[config.mk]
export PLATFORM = sky130hd
export DESIGN_NAME = addition_tt_sweeper
export DESIGN_NICKNAME = d
export VERILOG_FILES = /design/src/rtl/addition_tt_pkg.sv /design/src/rtl/tt_misr16.sv /design/src/rtl/addition_tt_sweeper.sv
export SDC_FILE = /design/constraint.sdc
export NUM_CORES = 1
export LEC_CHECK = 0
export ABC_AREA = 1
export ABC_CLOCK_PERIOD_IN_PS = 2000
export BUFFER_PORTS_ARGS = -buffer_cell sky130_fd_sc_hd__buf_2
export CAP_MARGIN = 5
export CORE_ASPECT_RATIO = 0.7
export CORE_MARGIN = 3
export CORE_UTILIZATION = 49
export DETAILED_ROUTE_END_ITERATION = 7
export GPL_TIMING_DRIVEN = 1
export PLACE_DENSITY = 0.8
export SLEW_MARGIN = 10
export SYNTH_ARGS = -nofsm -noshare
export SYNTH_HDL_FRONTEND = slang
export SYNTH_SLANG_ARGS = --single-unit
[constraint.sdc]
create_clock -name clk -period 2 [get_ports clk]
set_clock_uncertainty 0.2 [all_clocks]
set_input_delay 0.3 -clock clk [delete_from_list [all_inputs] [get_ports clk]]
set_output_delay 0.3 -clock clk [all_outputs]
set_load 0.005 [all_outputs]
[src/rtl/addition_tt_pkg.sv]
// Shared types and constants for the truth-table addition sweeper and its MISR.
package addition_tt_pkg;

    localparam int DEF_OP_W  = 8;
    localparam int DEF_RES_W = 8;

    localparam logic [15:0] CRC16_POLY = 16'h1021;
    localparam logic [15:0] CRC16_INIT = 16'hFFFF;

    typedef enum logic [1:0] {
        ST_IDLE   = 2'd0,
        ST_SETTLE = 2'd1,
        ST_EMIT   = 2'd2,
        ST_DONE   = 2'd3
    } sweep_state_t;

    typedef struct packed {
        logic [DEF_OP_W-1:0]  op1;
        logic [DEF_OP_W-1:0]  op2;
        logic [DEF_RES_W-1:0] res;
    } tt_rec_t;

endpackage

[src/rtl/tt_misr16.sv]
// CRC-16 (poly 0x1021) signature register: absorbs one DATA_W-bit word per enabled
// cycle, MSB first; load_init restarts it from the seed.
module tt_misr16
    import addition_tt_pkg::*;
#(
    parameter int DATA_W = DEF_RES_W
) (
    input  logic              clk,
    input  logic              rst_n,
    input  logic              load_init,
    input  logic              en,
    input  logic [DATA_W-1:0] data,
    output logic [15:0]       crc
);

    logic [15:0] crc_reg;
    logic [15:0] crc_next;
    logic        feedback;

    // Whole word folded in one clock: the bit-serial LFSR unrolled DATA_W times.
    always_comb begin
        crc_next = crc_reg;
        feedback = 1'b0;
        for (int i = DATA_W - 1; i >= 0; i--) begin
            feedback = crc_next[15] ^ data[i];
            crc_next = {crc_next[14:0], 1'b0} ^ (feedback ? CRC16_POLY : 16'h0000);
        end
    end

    always_ff @(posedge clk or negedge rst_n) begin
        if (!rst_n) begin
            crc_reg <= CRC16_INIT;
        end else if (load_init) begin
            crc_reg <= CRC16_INIT;
        end else if (en) begin
            crc_reg <= crc_next;
        end
    end

    assign crc = crc_reg;

endmodule

[src/rtl/addition_tt_sweeper.sv]
// Walks every op1/op2 pair in the low RANGE_W bits, samples the circuit result after
// a settle window and streams {op1, op2, result} records. SWEEP_MISR_EN adds a CRC-16 signature.
module addition_tt_sweeper
    import addition_tt_pkg::*;
#(
    parameter int OP_W       = DEF_OP_W,
    parameter int RES_W      = DEF_RES_W,
    parameter int RANGE_W    = 4,
    parameter int SETTLE_CYC = 1
) (
    input  logic                 clk,
    input  logic                 rst_n,
    input  logic                 start,
    input  logic                 abort,
    output logic [OP_W-1:0]      op1_o,
    output logic [OP_W-1:0]      op2_o,
    input  logic [RES_W-1:0]     result_i,
    output logic                 rec_valid,
    input  logic                 rec_ready,
    output logic [OP_W-1:0]      rec_op1,
    output logic [OP_W-1:0]      rec_op2,
    output logic [RES_W-1:0]     rec_res,
    output logic                 busy,
    output logic                 done,
    output logic [2*RANGE_W:0]   pair_cnt,
    output logic [15:0]          signature
);

    localparam int CNT_W = $clog2(SETTLE_CYC + 1);
    localparam int IDX_W = 2 * RANGE_W;
    localparam int PC_W  = 2 * RANGE_W + 1;

    sweep_state_t state_reg, state_next;

    logic [RANGE_W-1:0] op1_lo_reg, op2_lo_reg;
    logic [CNT_W-1:0]   settle_cnt_reg;
    logic [PC_W-1:0]    pair_cnt_reg;
    logic [OP_W-1:0]    rec_op1_reg, rec_op2_reg;
    logic [RES_W-1:0]   rec_res_reg;

    logic               load_start;
    logic               capture;
    logic               accept;
    logic               settle_done;
    logic               last_pair;
    logic [IDX_W-1:0]   pair_idx_inc;

    assign settle_done  = (settle_cnt_reg == CNT_W'(SETTLE_CYC - 1));
    assign last_pair    = (&op1_lo_reg) && (&op2_lo_reg);
    // op2 is the low half, so a single increment gives op1-major order with carry.
    assign pair_idx_inc = {op1_lo_reg, op2_lo_reg} + IDX_W'(1);

    always_ff @(posedge clk or negedge rst_n) begin
        if (!rst_n) begin
            state_reg <= ST_IDLE;
        end else begin
            state_reg <= state_next;
        end
    end

    // abort overrides every other transition, including a simultaneous start.
    always_comb begin
        state_next = state_reg;
        load_start = 1'b0;
        capture    = 1'b0;
        accept     = 1'b0;
        if (abort) begin
            state_next = ST_IDLE;
        end else begin
            case (state_reg)
                ST_IDLE, ST_DONE: begin
                    if (start) begin
                        load_start = 1'b1;
                        state_next = ST_SETTLE;
                    end
                end
                ST_SETTLE: begin
                    if (settle_done) begin
                        capture    = 1'b1;
                        state_next = ST_EMIT;
                    end
                end
                ST_EMIT: begin
                    if (rec_ready) begin
                        accept     = 1'b1;
                        state_next = last_pair ? ST_DONE : ST_SETTLE;
                    end
                end
                default: state_next = ST_IDLE;
            endcase
        end
    end

    always_ff @(posedge clk or negedge rst_n) begin
        if (!rst_n) begin
            op1_lo_reg     <= '0;
            op2_lo_reg     <= '0;
            settle_cnt_reg <= '0;
            pair_cnt_reg   <= '0;
        end else if (load_start) begin
            op1_lo_reg     <= '0;
            op2_lo_reg     <= '0;
            settle_cnt_reg <= '0;
            pair_cnt_reg   <= '0;
        end else if (accept) begin
            pair_cnt_reg   <= pair_cnt_reg + PC_W'(1);
            settle_cnt_reg <= '0;
            if (!last_pair) begin
                {op1_lo_reg, op2_lo_reg} <= pair_idx_inc;
            end
        end else if (state_reg == ST_SETTLE && !abort) begin
            settle_cnt_reg <= settle_cnt_reg + CNT_W'(1);
        end
    end

    always_ff @(posedge clk or negedge rst_n) begin
        if (!rst_n) begin
            rec_op1_reg <= '0;
            rec_op2_reg <= '0;
            rec_res_reg <= '0;
        end else if (capture) begin
            rec_op1_reg <= op1_o;
            rec_op2_reg <= op2_o;
            rec_res_reg <= result_i;
        end
    end

    assign op1_o     = OP_W'(op1_lo_reg);
    assign op2_o     = OP_W'(op2_lo_reg);
    assign rec_op1   = rec_op1_reg;
    assign rec_op2   = rec_op2_reg;
    assign rec_res   = rec_res_reg;
    assign pair_cnt  = pair_cnt_reg;
    assign rec_valid = (state_reg == ST_EMIT);
    assign busy      = (state_reg == ST_SETTLE) || (state_reg == ST_EMIT);
    assign done      = (state_reg == ST_DONE);

`ifdef SWEEP_MISR_EN
    tt_misr16 #(
        .DATA_W (RES_W)
    ) u_misr (
        .clk       (clk),
        .rst_n     (rst_n),
        .load_init (load_start),
        .en        (accept),
        .data      (rec_res_reg),
        .crc       (signature)
    );
`else
    assign signature = 16'h0000;
`endif

endmodule

# Word level (Yosys, flattened, before mapping)
# Cells that the tools add are included.
[totals]
ff_bits = 36
input_bits = 13
out_inout_bits = 68
elab_cells = 56
[classes]
add_sub_neg = 3
n_eq_ne = 7
mux = 26
reduce_logical = 12
[op_table]
columns = ["cell", "n"]
rows = [
  ["two-way mux 4 bit", 6],
  ["two-way mux 9 bit", 2],
  ["two-way mux 1 bit", 12],
  ["two-way mux 2 bit", 5],
  ["adder 9 x 1 -> 9 bit (second input constant)", 1],
  ["adder 8 x 1 -> 8 bit (second input constant)", 1],
  ["AND reduction 4 bit", 2],
  ["inequality test 3 bit (second input constant)", 2],
  ["case mux 2 bit (3 select lines)", 1],
  ["equality test 2 bit (second input constant)", 2],
  ["inequality test 3 x 2 -> 1 bit (second input constant)", 1],
  ["AND reduction 3 bit", 1],
  ["nonzero test 3 bit", 1],
  ["equality test 2 x 1 -> 1 bit (second input constant)", 1],
  ["logical AND 1 bit", 2],
  ["zero test 2 bit", 1],
  ["inequality test 2 bit (second input constant)", 1],
  ["AND reduction 2 bit", 1],
  ["nonzero test 2 bit", 1],
  ["OR reduction 2 bit", 1],
  ["adder 1 bit (second input constant)", 1],
  ["zero test 1 bit", 1],
  ["logical OR 1 bit", 1],
]

# Longest topological paths before layout
# Gate-level depths: netlist (run 1).
[logic_depth]
ltp_word = 6
depth_mapped = 9
depth_no_buf = 9

# Worst setup path before layout (run 1)
# OpenSTA, ideal clock, no wires.
[synth_timing]
path_type = "flip-flop to flip-flop"
startpoint = "register state_reg[1]"
endpoint = "register rec_op2_reg[1] (netlist: rec_op2[1])"
setup_time_ps = 125
arrival_time_ps = 1279
required_time_ps = 1675
path_slack_ps = 396
path_stages_with_launch = 8
n_path_buf = 1
period_less_slack_ps = 1604
path_cell_list = "dfrtp_1 > inv_1 > ha_1 > inv_1 > nor2_2 > nand2_2 > buf_6 > mux2_4"
[synth_between]
elab_chain_len = 3
[synth_rtl]
columns = ["element", "line_no", "rtl"]
rows = [
  ["start, declared", "addition_tt_sweeper.sv:33", "sweep_state_t state_reg, state_next;"],
  ["start signal, assigned", "addition_tt_sweeper.sv:57", "state_reg <= state_next;"],
  ["equality test 2 x 1 -> 1 bit", "addition_tt_sweeper.sv:70", "case (state_reg)"],
  ["two-way mux 1 bit", "addition_tt_sweeper.sv:70", ""],
  ["two-way mux 1 bit", "addition_tt_sweeper.sv:67", "if (abort) begin"],
  ["end signal, assigned", "addition_tt_sweeper.sv:123", "rec_op2_reg <= op2_o;"],
  ["end, declared", "addition_tt_sweeper.sv:38", "logic [OP_W-1:0] rec_op1_reg, rec_op2_reg;"],
]
# Every way passes these cells.
# A chain may end at the register's enable or synchronous reset.

# Worst setup path in the final report (run 1)
[layout_timing]
startpoint = "register state_reg[0]"
endpoint = "output busy"
[layout_between]
elab_chain_len = 2
word_cells_on_any_way = 3
classes_between = "eq/ne: 2; reduce/logical: 1"
[layout_rtl]
columns = ["element", "line_no", "rtl"]
rows = [
  ["equality test 2 x 1 -> 1 bit or equality test 2 bit (tied branches)", "addition_tt_sweeper.sv:135", "assign busy = (state_reg == ST_SETTLE) || (state_reg == ST_EMIT);"],
  ["logical OR 1 bit (*)", "addition_tt_sweeper.sv:135", ""],
  ["end, declared", "addition_tt_sweeper.sv:23", "output logic busy,"],
]
# Mark *: on every way between the ends. The rest lies on a longest branch, timed or not.

==> key figures, run 1 <==
Timing
  – Fin. max-slew vios: 0
  – Final worst-path cycle share: between 90 and 100%
  – Final Hold Vio Count: 0
  – Setup-failing EPs final: 0
  – Setup TNS: 0 ns
  – Crit path time final: around 1.9 ns
  – WHS: about 0.038 ns
  – RSZ-0062 raised after global routing: false
  – FMAX: approximately 540 MHz

CTS
  – Skew-Pair Late Insertion Delay: ~0.3 ns
  – CTS buffer count: 5
  – Post-CTS sizing: 0
  – Htree depth: 2
  – Clock sinks: 36
  – Root Buffer: clkbuf_8
  – Setup bufs post-CTS: 0
  – Post-CTS Hold Buffers: 1
  – TritonCTS clock tree: built
  – CTS clk-pin slew, worst paths: about 0.070 ns
  – CTS max path bufs: 2

Routing
  – Routed via count: 1694
  – Wire length per cell: about 13 µm
  – Drt drc: 0
  – M1 wire length: 2.12 mm
  – Drt pass-1 iters: 6
  – Routed Antenna Nets: 0
  – Metal2 WL: 1.96 mm
  – Top Layer Used: met4
  – Via-to-Cell Ratio: around 4.8
  – Initial DRC Count: 110
  – Routed wl met3: 358 µm
  – Final WL: approximately 4.5 mm

Global route
  – Initial antenna violation count: 0
  – Number of global-route vias before repair: approximately 1500
  – First-pass GRT wire length: 7.47 mm
  – Largest net degree at the start of global routing: 37
  – Total track usage: roughly a fifth
  – Grt total ovfl: 0

Synthesis
  – Sequential area share after synthesis: a little over two fifths
  – Yosys reg bits: 36
  – Mapped Area: 2090 µm²
  – Area leader, netlist: dfrtp_1
  – Synth Area in XOR/XNOR: less than 1%
  – FFs w/ async S/R, synth: 100%
  – Post-synth EDFFs: 0
  – Cell with the most instances after synthesis: nand2_1
  – Top post-synthesis cells by area: dfrtp_1 (43%), buf_4 (12%), nand2_1 (10%)
  – Syn avg cell area: 8.49 µm²
  – Library cells used by synthesis: 29
  – Syn Inst Count: ~250
  – Simple-gate portion of the synthesized area: roughly a quarter
  – Ys Warns: 0
  – Largest family of logic cells by synthesized area: simple AND/OR/NAND/NOR gates
  – Adder-cell area share of the yosys netlist: approximately 3.6%
  – Post-synthesis mux area share: 5.75%
  – Top FF cell, synth: dfrtp_1
  – Compound-gate portion of the synthesized area: around 6.2%
  – Post-synth top area share: between 40% and 50%
  – List of most frequent post-synthesis cells: nand2_1 (58), dfrtp_1 (36), buf_4 (33), nor2_1 (24), inv_1 (19)

Critical path
  – Startpoint types: flop
  – CP Capture Type: output port
  – FF-to-FF setup slack: roughly 0.18 ns
  – Critical Path Most Common Cell: inv_1
  – Slowest Stage Delay on Critical Path: 0.43 ns
  – R2R cell count: 8
  – Worst R2R Start: state_reg[1]
  – Worst setup path class: flop to output port
  – Crit path DAT: around 1.4 ns
  – Setup crit start: state_reg[0]
  – Slowest CP cell: dfrtp_1
  – CP cell instances: inv_1 > ha_1 > inv_1 > buf_2
  – Crit path max fanout: 5
  – Crit path required time: about 1.5 ns

Die
  – Row count: 19
  – Core area: 4020 µm²
  – Die width: 84.0 µm
  – I/O pin count: 81
  – Die ar.: 5090 µm²
  – Initial core utilization: between 50% and 60%
  – Die Ht: ~60 µm

Finish
  – Fin area: approximately 2400 µm²
  – Share of cells above drive strength 1: 27.5%
  – Layout Area Growth over Synthesis: 14.4%
  – Largest register FFs: 9
  – # nets final: 320
  – FILL cells: 380
  – ANT cells: 0
  – Post-layout util: approximately 59%

Placement
  – DP Area: approximately 2300 µm²
  – Port Buffers: 48
  – Global placement routability congestion: 0.861
  – DP HPWL: about 3.3 mm

Power
  – Power Density: 1090 nW/µm²
  – Peak VDD IR: about 0.00064 V
  – Leakage: between 1 and 1.5 nW

Job
  – Max-Cap Viols: 0

Worst hold path
  – Min-delay src: result_i[4]
  – WHS Path Cells: 2
  – Min-Delay Path Class: input pin to flop

Outcome
  – Status: finished clean
## through the flow
step,setup WS (ns),instances,total power (W)
after floorplan,0.396,277,0.00167
after global placement,0.296,345,0.00192
after detailed placement,0.218,345,0.00196
after CTS,0.120,354,0.00261
after global routing,0.000165,354,0.00279
final,0.132,354,0.00260
## layout make-up
type / count / area (µm²) / share of cell area [%]
multi-input cells: 183 / 953 / 39.9
flip-flops and latches: 36 / 901 / 37.7
repair buffers: 52 / 273 / 11.4
inverters: 23 / 86.3 / 3.61
clock buffers: 5 / 68.8 / 2.88
well taps: 52 / 65.1 / 2.72
clock inverters: 3 / 42.5 / 1.78
## report_power, final
group	total, W	switching, W	internal [W]
clock	0.000655	0.000286	0.000369
sequential	0.00106	0.000142	0.000915
combinational	0.000890	0.000473	0.000417
## worst paths after layout
kind	end
max reg2reg	rec_op2[3]
min reg2reg	rec_op2[2]
min	rec_res[4]
max in group asynchronous	rec_res[5]
max	busy
min in group asynchronous	pair_cnt[3]
## metal layers
layer	track usage, %	up-vias
met1	26.4	787
li1	-	827
met2	28.0	74
met3	6.24	6
met5	0	-
met4	8.03	0
## layout by cell type (no fill, tap or decap)
master	count
buf_4	3
nand4_1	2
bufinv_16	1
nor2_1	24
ha_1	6
dfrtp_1	36
clkinv_2	1
inv_2	4
or2_2	1
mux2_2	4
clkbuf_8	5
nand3_1	15
nand2_1	58
dlygate4sd3_1	1
nand3_4	1
nand3b_1	1
nor3_1	1
buf_2	48
a211oi_1	1
o21ai_2	2
nand2_4	2
clkinvlp_4	1
mux2_4	5
xor2_1	1
and2_1	1
o21ai_1	4
nor2_2	2
conb_1	32
nand3_2	2
a21oi_1	5
inv_1	19
nand2_2	1
o21ai_0	12
## cells by family (layout without fill, tap and decap cells)
logic type	Yosys count	after routing
compound gates	24	24
xor+xnor	1	1
fa+ha+maj	6	6
buf+inv	58	83
flops	36	36
mux	9	9
other cells	1	32
simple gates	111	111
## critical path: cells and delay by family, from the launching register on
family	cells	cell delay [ns]
fa+ha+maj	1	0.37
buf+inv	3	0.28
flops	1	0.43
Note: power is estimated with default switching activity, not from simulation.
==> run 2, diff against run 1 <==
Settings changed: BUFFER_PORTS_ARGS -buffer_cell sky130_fd_sc_hd__buf_2 to default, CORE_ASPECT_RATIO 0.7 to 0.9, CORE_UTILIZATION 49 to 60, CTS_BUF_LIST from default to sky130_fd_sc_hd__clkbuf_2 sky130_fd_sc_hd__clkbuf_4 sky130_fd_sc_hd__clkbuf_8, DONT_BUFFER_PORTS from default to 1, PLACE_DENSITY 0.8 to 0.76.
==> key figures, run 2 (synthesized netlist as in run 1, its figures left out) <==
Outcome
  – Status: finished clean

Finish
  – Most frequent cells in the layout: nand2_1 (58), dfrtp_1 (36), conb_1 (32)
  – Most common cell after layout, fill and taps aside: nand2_1
  – Largest register FFs: 9 (unchanged)
  – # nets final: 281 (-12%)
  – Layout Area Growth over Synthesis: 7.49%
  – Share of cells above drive strength 1: 13.3% (-14 points)
  – ANT cells: 0 (unchanged)

Routing
  – Via-to-Cell Ratio: 4.92 (+2.8%)
  – Drt drc: 0 (unchanged)
  – Final WL: 4.24 mm (-6.1%)
  – Initial DRC Count: 79 (-28%)
  – Routed Antenna Nets: 0 (unchanged)
  – Drt pass-1 iters: 4 (-2)
  – Wire length per cell: 13.9 µm (+9.0%)
  – Routed via count: 1501 (-11%)

Timing
  – RSZ-0062 raised after global routing: false
  – Worst Slack Setup Final: 0.226 ns (+0.0937 ns)
  – Setup-failing EPs final: 0 (unchanged)
  – Fin. max-slew vios: 0 (unchanged)
  – Final Hold Vio Count: 0 (unchanged)
  – FMAX: 564 MHz (+5.3%)
  – Final worst-path cycle share: 88.7% (-4.7 points)
  – Crit path time final: 1.77 ns (-0.0937 ns)
  – Setup TNS: 0 ns (unchanged)

Die
  – Die width: 68.2 µm (-19%)
  – Core area: 3190 µm² (-21%)
  – I/O pin count: 81 (unchanged)
  – Row count: 19 (unchanged)
  – Initial core utilization: 65.6% (+14 points)
  – Die ar.: 4230 µm² (-17%)
  – Die Ht: 62.0 µm (+2.2%)

Critical path
  – CP bufs+invs: 2 (-1)
  – Critical Path Most Common Cell: nand2_1
  – CP cell instances: inv_1 > ha_1 > nand3_4 > nand2_4 > nand2_1 > inv_2 > nand4_1 > nand2_1
  – Crit path required time: 2.03 ns (+0.53 ns)
  – Slowest CP cell: dfrtp_1
  – Worst R2R Start: state_reg[0]
  – Worst setup path class: flop to flop
  – CP top delay family: simple AND/OR/NAND/NOR gates
  – FF-to-FF setup slack: 0.23 ns (+0.05 ns)
  – Slowest Stage Delay on Critical Path: 0.43 ns (about the same)
  – Setup crit start: state_reg[0]
  – CP Capture Type: flop
  – Startpoint types: flop
  – Crit path max fanout: 8 (+3)
  – Crit path DAT: 1.80 ns (+0.43 ns)

Power
  – Peak VDD IR: 0.000634 V (-0.81%)
  – Leakage: 1.10 nW (-14%)
  – Pwr Total: 0.00245 W (-5.9%)
  – Power Density: 1090 nW/µm² (+0.19%)

Placement
  – Global placement routability congestion: 0.878 (+2.0%)
  – DP HPWL: 3.02 mm (-9.1%)
  – Pre-CTS setup slack: 0.164 ns (-0.0542 ns)
  – Port Buffers: 0 (-100%)

CTS
  – CTS buffer count: 5 (unchanged)
  – CTS max path bufs: 2 (unchanged)
  – Htree depth: 2 (unchanged)
  – Root Buffer: clkbuf_8
  – Skew-Pair Late Insertion Delay: 0.29 ns (about the same)
  – TritonCTS clock tree: built
  – Clock sinks: 36 (unchanged)
  – CTS clk-pin slew, worst paths: 0.07 ns (about the same)

Global route
  – First-pass GRT wire length: 6.68 mm (-11%)
  – Number of global-route vias before repair: 1408 (-8.3%)
  – Grt total ovfl: 0 (unchanged)
  – Total track usage: 21.8% (+2.7 points)
  – Largest net degree at the start of global routing: 37 (unchanged)
  – Initial antenna violation count: 0 (unchanged)

Worst hold path
  – Min-delay src: abort
  – Min-Delay Path Class: input pin to flop

Job
  – Max-Cap Viols: 0 (unchanged)
==> run 2: cell types whose count changed in the layout (fill, tap and decap cells not counted), sizes merged <==
cell	before	now
dlygate4sd3	1	10
buf	51	3
clkinvlp	1	0
clkbuf	5	6
==> run 2: metrics by stage <==
step                      cell area, µm²  util (%)  cells  hold WS [ns]
after floorplan                     2200         -    277        -0.196
after global placement              2010      63.0    286        -0.195
after detailed placement            2010      63.0    286        -0.195
after CTS                           2240      70.3    305      0.000628
after global routing                2240      70.5    305        0.0125
final                               2240      70.5    305        0.0101
==> run 2: worst paths after layout <==
| check | end | depth (start not counted) |
|---|---|---|
| min reg2reg | rec_op2[0] | 2 |
| max reg2reg | op1_lo_reg[3] | 8 |
| max | op1_lo_reg[3] | 8 |
| max in group asynchronous | op1_lo_reg[1] | 2 |
| min in group asynchronous | state_reg[1] | 2 |
| min | state_reg[0] | 2 |
==> run 2: power breakdown <==
part	internal, W	total [W]	switching, W	leakage, nW
clock network	0.000383	0.000639	0.000256	0.0586
registers	0.000916	0.00111	0.000191	0.475
logic	0.000309	0.000701	0.000392	0.565
total	0.00161	0.00245	0.000839	1.10
==> run 2: cell type report <==
cell class,count,area [µm²]
tap,42,52.6
fill,262,941
inverter,23,86.3
clock buffer,6,76.3
timing repair buffer,13,135
clock inverter,2,35.0
multi-input combinational,183,958
sequential,36,901
==> run 2: worst reg2reg max path, cell delays in order, from the launching register on <==
cell and delay, ns:
dfrtp_1 0.43, inv_1 0.07, ha_1 0.37, nand3_4 0.16, nand2_4 0.14, nand2_1 0.08, inv_2 0.09, nand4_1 0.09
nand2_1 0.08
==> run 2: what timing repair did <==
action | in CTS | in global routing
hold buffers | 11 | 0
endpoints found under the hold margin | 45 | 0
resized for setup | 0 | 1
buffers inserted | 0 | 0
endpoints found under the setup margin | 0 | 1
==> run 2: per-layer routing <==
layer  wire [µm]  global-route usage [%]  vias to the layer above  part of all wire [%]
li1            -                       -                      750                     -
met1        1780                    26.7                      675                    42
met2        1910                    35.9                       71                    45
met3         501                    7.37                        5                    12
met4          44                    8.50                        0                   1.0
met5           0                       0                        -                     0
==> run 3, diff against run 2 <==
Settings changed: ABC_CLOCK_PERIOD_IN_PS 2000 to 2100.
Clock period 2 ns to 2.1 ns, I/O delays scaled along.
==> key figures, run 3 (synthesized netlist as in run 1, its figures left out) <==
Die
  – Initial core utilization: 65.6% (unchanged)
  – I/O pin count: 81 (unchanged)
  – Die Ht: 62.0 µm (unchanged)
  – Die width: 68.2 µm (unchanged)
  – Core area: 3190 µm² (unchanged)
  – Row count: 19 (unchanged)
  – Die ar.: 4230 µm² (unchanged)

Power
  – Pwr Total: 0.00229 W (-6.6%)
  – Power Density: 1030 nW/µm² (-5.6%)
  – Leakage: 1.08 nW (-1.6%)
  – Peak VDD IR: 0.000596 V (-6.0%)

CTS
  – Clock sinks: 36 (unchanged)
  – CTS clk-pin slew, worst paths: 0.07 ns (about the same)
  – CTS buffer count: 5 (unchanged)
  – Root Buffer: clkbuf_8
  – Htree depth: 2 (unchanged)
  – Skew-Pair Late Insertion Delay: 0.29 ns (about the same)
  – Setup bufs post-CTS: 0 (unchanged)
  – TritonCTS clock tree: built
  – CTS max path bufs: 2 (unchanged)

Placement
  – Port Buffers: 0 (unchanged)
  – Pre-CTS setup slack: 0.220 ns (+0.0566 ns)
  – Global placement routability congestion: 0.848 (-3.5%)
  – Dpl cells: 285 (-0.35%)
  – DP HPWL: 2.75 mm (-8.8%)

Global route
  – Initial antenna violation count: 0 (unchanged)
  – Grt total ovfl: 0 (unchanged)
  – Total track usage: 18.7% (-3.1 points)
  – First-pass GRT wire length: 5.87 mm (-12%)
  – Largest net degree at the start of global routing: 37 (unchanged)
  – Number of global-route vias before repair: 1322 (-6.1%)

Finish
  – Fin cells: 303 (-0.66%)
  – Most common cell after layout, fill and taps aside: nand2_1
  – Most frequent cells in the layout: nand2_1 (58), dfrtp_1 (36), conb_1 (32)
  – Share of cells above drive strength 1: 13.0% (-0.28 points)
  – # nets final: 279 (-0.71%)
  – ANT cells: 0 (unchanged)
  – Layout Area Growth over Synthesis: 6.41%
  – FILL cells: 261 (-0.38%)
  – Largest register FFs: 9 (unchanged)

Critical path
  – Crit path max fanout: 24 (+16)
  – Worst R2R Start: state_reg[1]
  – Crit path DAT: 1.85 ns (+0.05 ns)
  – Startpoint types: flop
  – FF-to-FF End: rec_res[4]
  – FF-to-FF setup slack: 0.22 ns (about the same)
  – Worst setup path class: flop to flop
  – Crit path required time: 2.08 ns (+0.05 ns)
  – CP Capture Type: flop
  – R2R cell count: 6 (-2)

Timing
  – Fin. max-slew vios: 0 (unchanged)
  – RSZ-0062 raised after global routing: false
  – Setup-failing EPs final: 0 (unchanged)
  – FMAX: 533 MHz (-5.4%)
  – Setup TNS: 0 ns (unchanged)
  – Crit path time final: 1.88 ns (+0.102 ns)
  – WHS: 0.00987 ns (-0.000212 ns)
  – Worst Slack Setup Final: 0.224 ns (-0.00154 ns)
  – Final Hold Vio Count: 0 (unchanged)
  – Final worst-path cycle share: 89.3% (+0.61 points)

Routing
  – Routed via count: 1467 (-2.3%)
  – Drt pass-1 iters: 4 (unchanged)
  – Routed Antenna Nets: 0 (unchanged)
  – Final WL: 3.82 mm (-9.8%)
  – Drt drc: 0 (unchanged)
  – Initial DRC Count: 94 (+19%)
  – Wire length per cell: 12.6 µm (-9.2%)
  – Via-to-Cell Ratio: 4.84 (-1.6%)

Job
  – Max-Cap Viols: 0 (unchanged)

Worst hold path
  – WHS Path Cells: 2 (unchanged)
  – Min-delay src: abort
  – Min-Delay Endpoint: pair_cnt[0]
  – Min-Delay Path Class: input pin to flop

Outcome
  – Status: finished clean
## run 3: cell count changes in the layout (fill, tap and decap cells not counted), sizes merged
| cell | before | now |
|---|---|---|
| buf | 3 | 2 |
| clkbuf | 6 | 5 |
| clkinvlp | 0 | 1 |
| dlygate4sd3 | 10 | 9 |
## run 3: stage by stage
stage / utilization, % / area (µm²)
detailed placement: 62.8 / 2000
floorplan: - / 2200
global route: 69.8 / 2220
global placement: 62.8 / 2000
CTS: 69.8 / 2220
finish: 69.8 / 2220
## run 3: worst max-delay path by stage
| stage | start | endpoint | depth (start not counted) |
|---|---|---|---|
| finish | state_reg[1] | rec_res[4] | 6 |
| detailed placement | state_reg[1] | rec_res[4] | 6 |
| floorplan | state_reg[1] | rec_op2[1] | 7 |
| CTS | state_reg[1] | rec_res[4] | 6 |
| global placement | state_reg[0] | rec_res[3] | 5 |
| global route | state_reg[0] | pair_cnt[7] | 9 |
## run 3: area by class of cell
cell class | instances | area, µm² | area share (%)
Multi-Input combinational cell | 183 | 953 | 42.9
Sequential cell | 36 | 901 | 40.5
Timing Repair Buffer | 11 | 118 | 5.29
Inverter | 23 | 86.3 | 3.89
Clock buffer | 5 | 68.8 | 3.10
Tap cell | 42 | 52.6 | 2.36
Clock inverter | 3 | 42.5 | 1.91
## run 3: layer usage
metal	GRT usage (%)	part of all wire, %
met1	23.1	43
met2	29.4	42
met3	7.37	12
met4	7.65	1.7
met5	0	0
## run 3: critical path, stage by stage, from the launching register on
cell,delay (ns)
dfrtp_1,0.40
inv_1,0.08
ha_1,0.18
inv_1,0.10
nor2_2,0.05
nand2_2,0.35
mux2_2,0.40
## run 3: where the power goes
group	internal (W)	switching, W	leakage (nW)	total [W]
Sequential	0.000873	0.000174	0.475	0.00105
Combinational	0.000283	0.000353	0.553	0.000637
Clock	0.000351	0.000252	0.0541	0.000603
## run 3: repair_timing
item | CTS | global route
resized for setup | 0 | 0
endpoints found under the hold margin | 44 | 0
hold buffers | 10 | 0
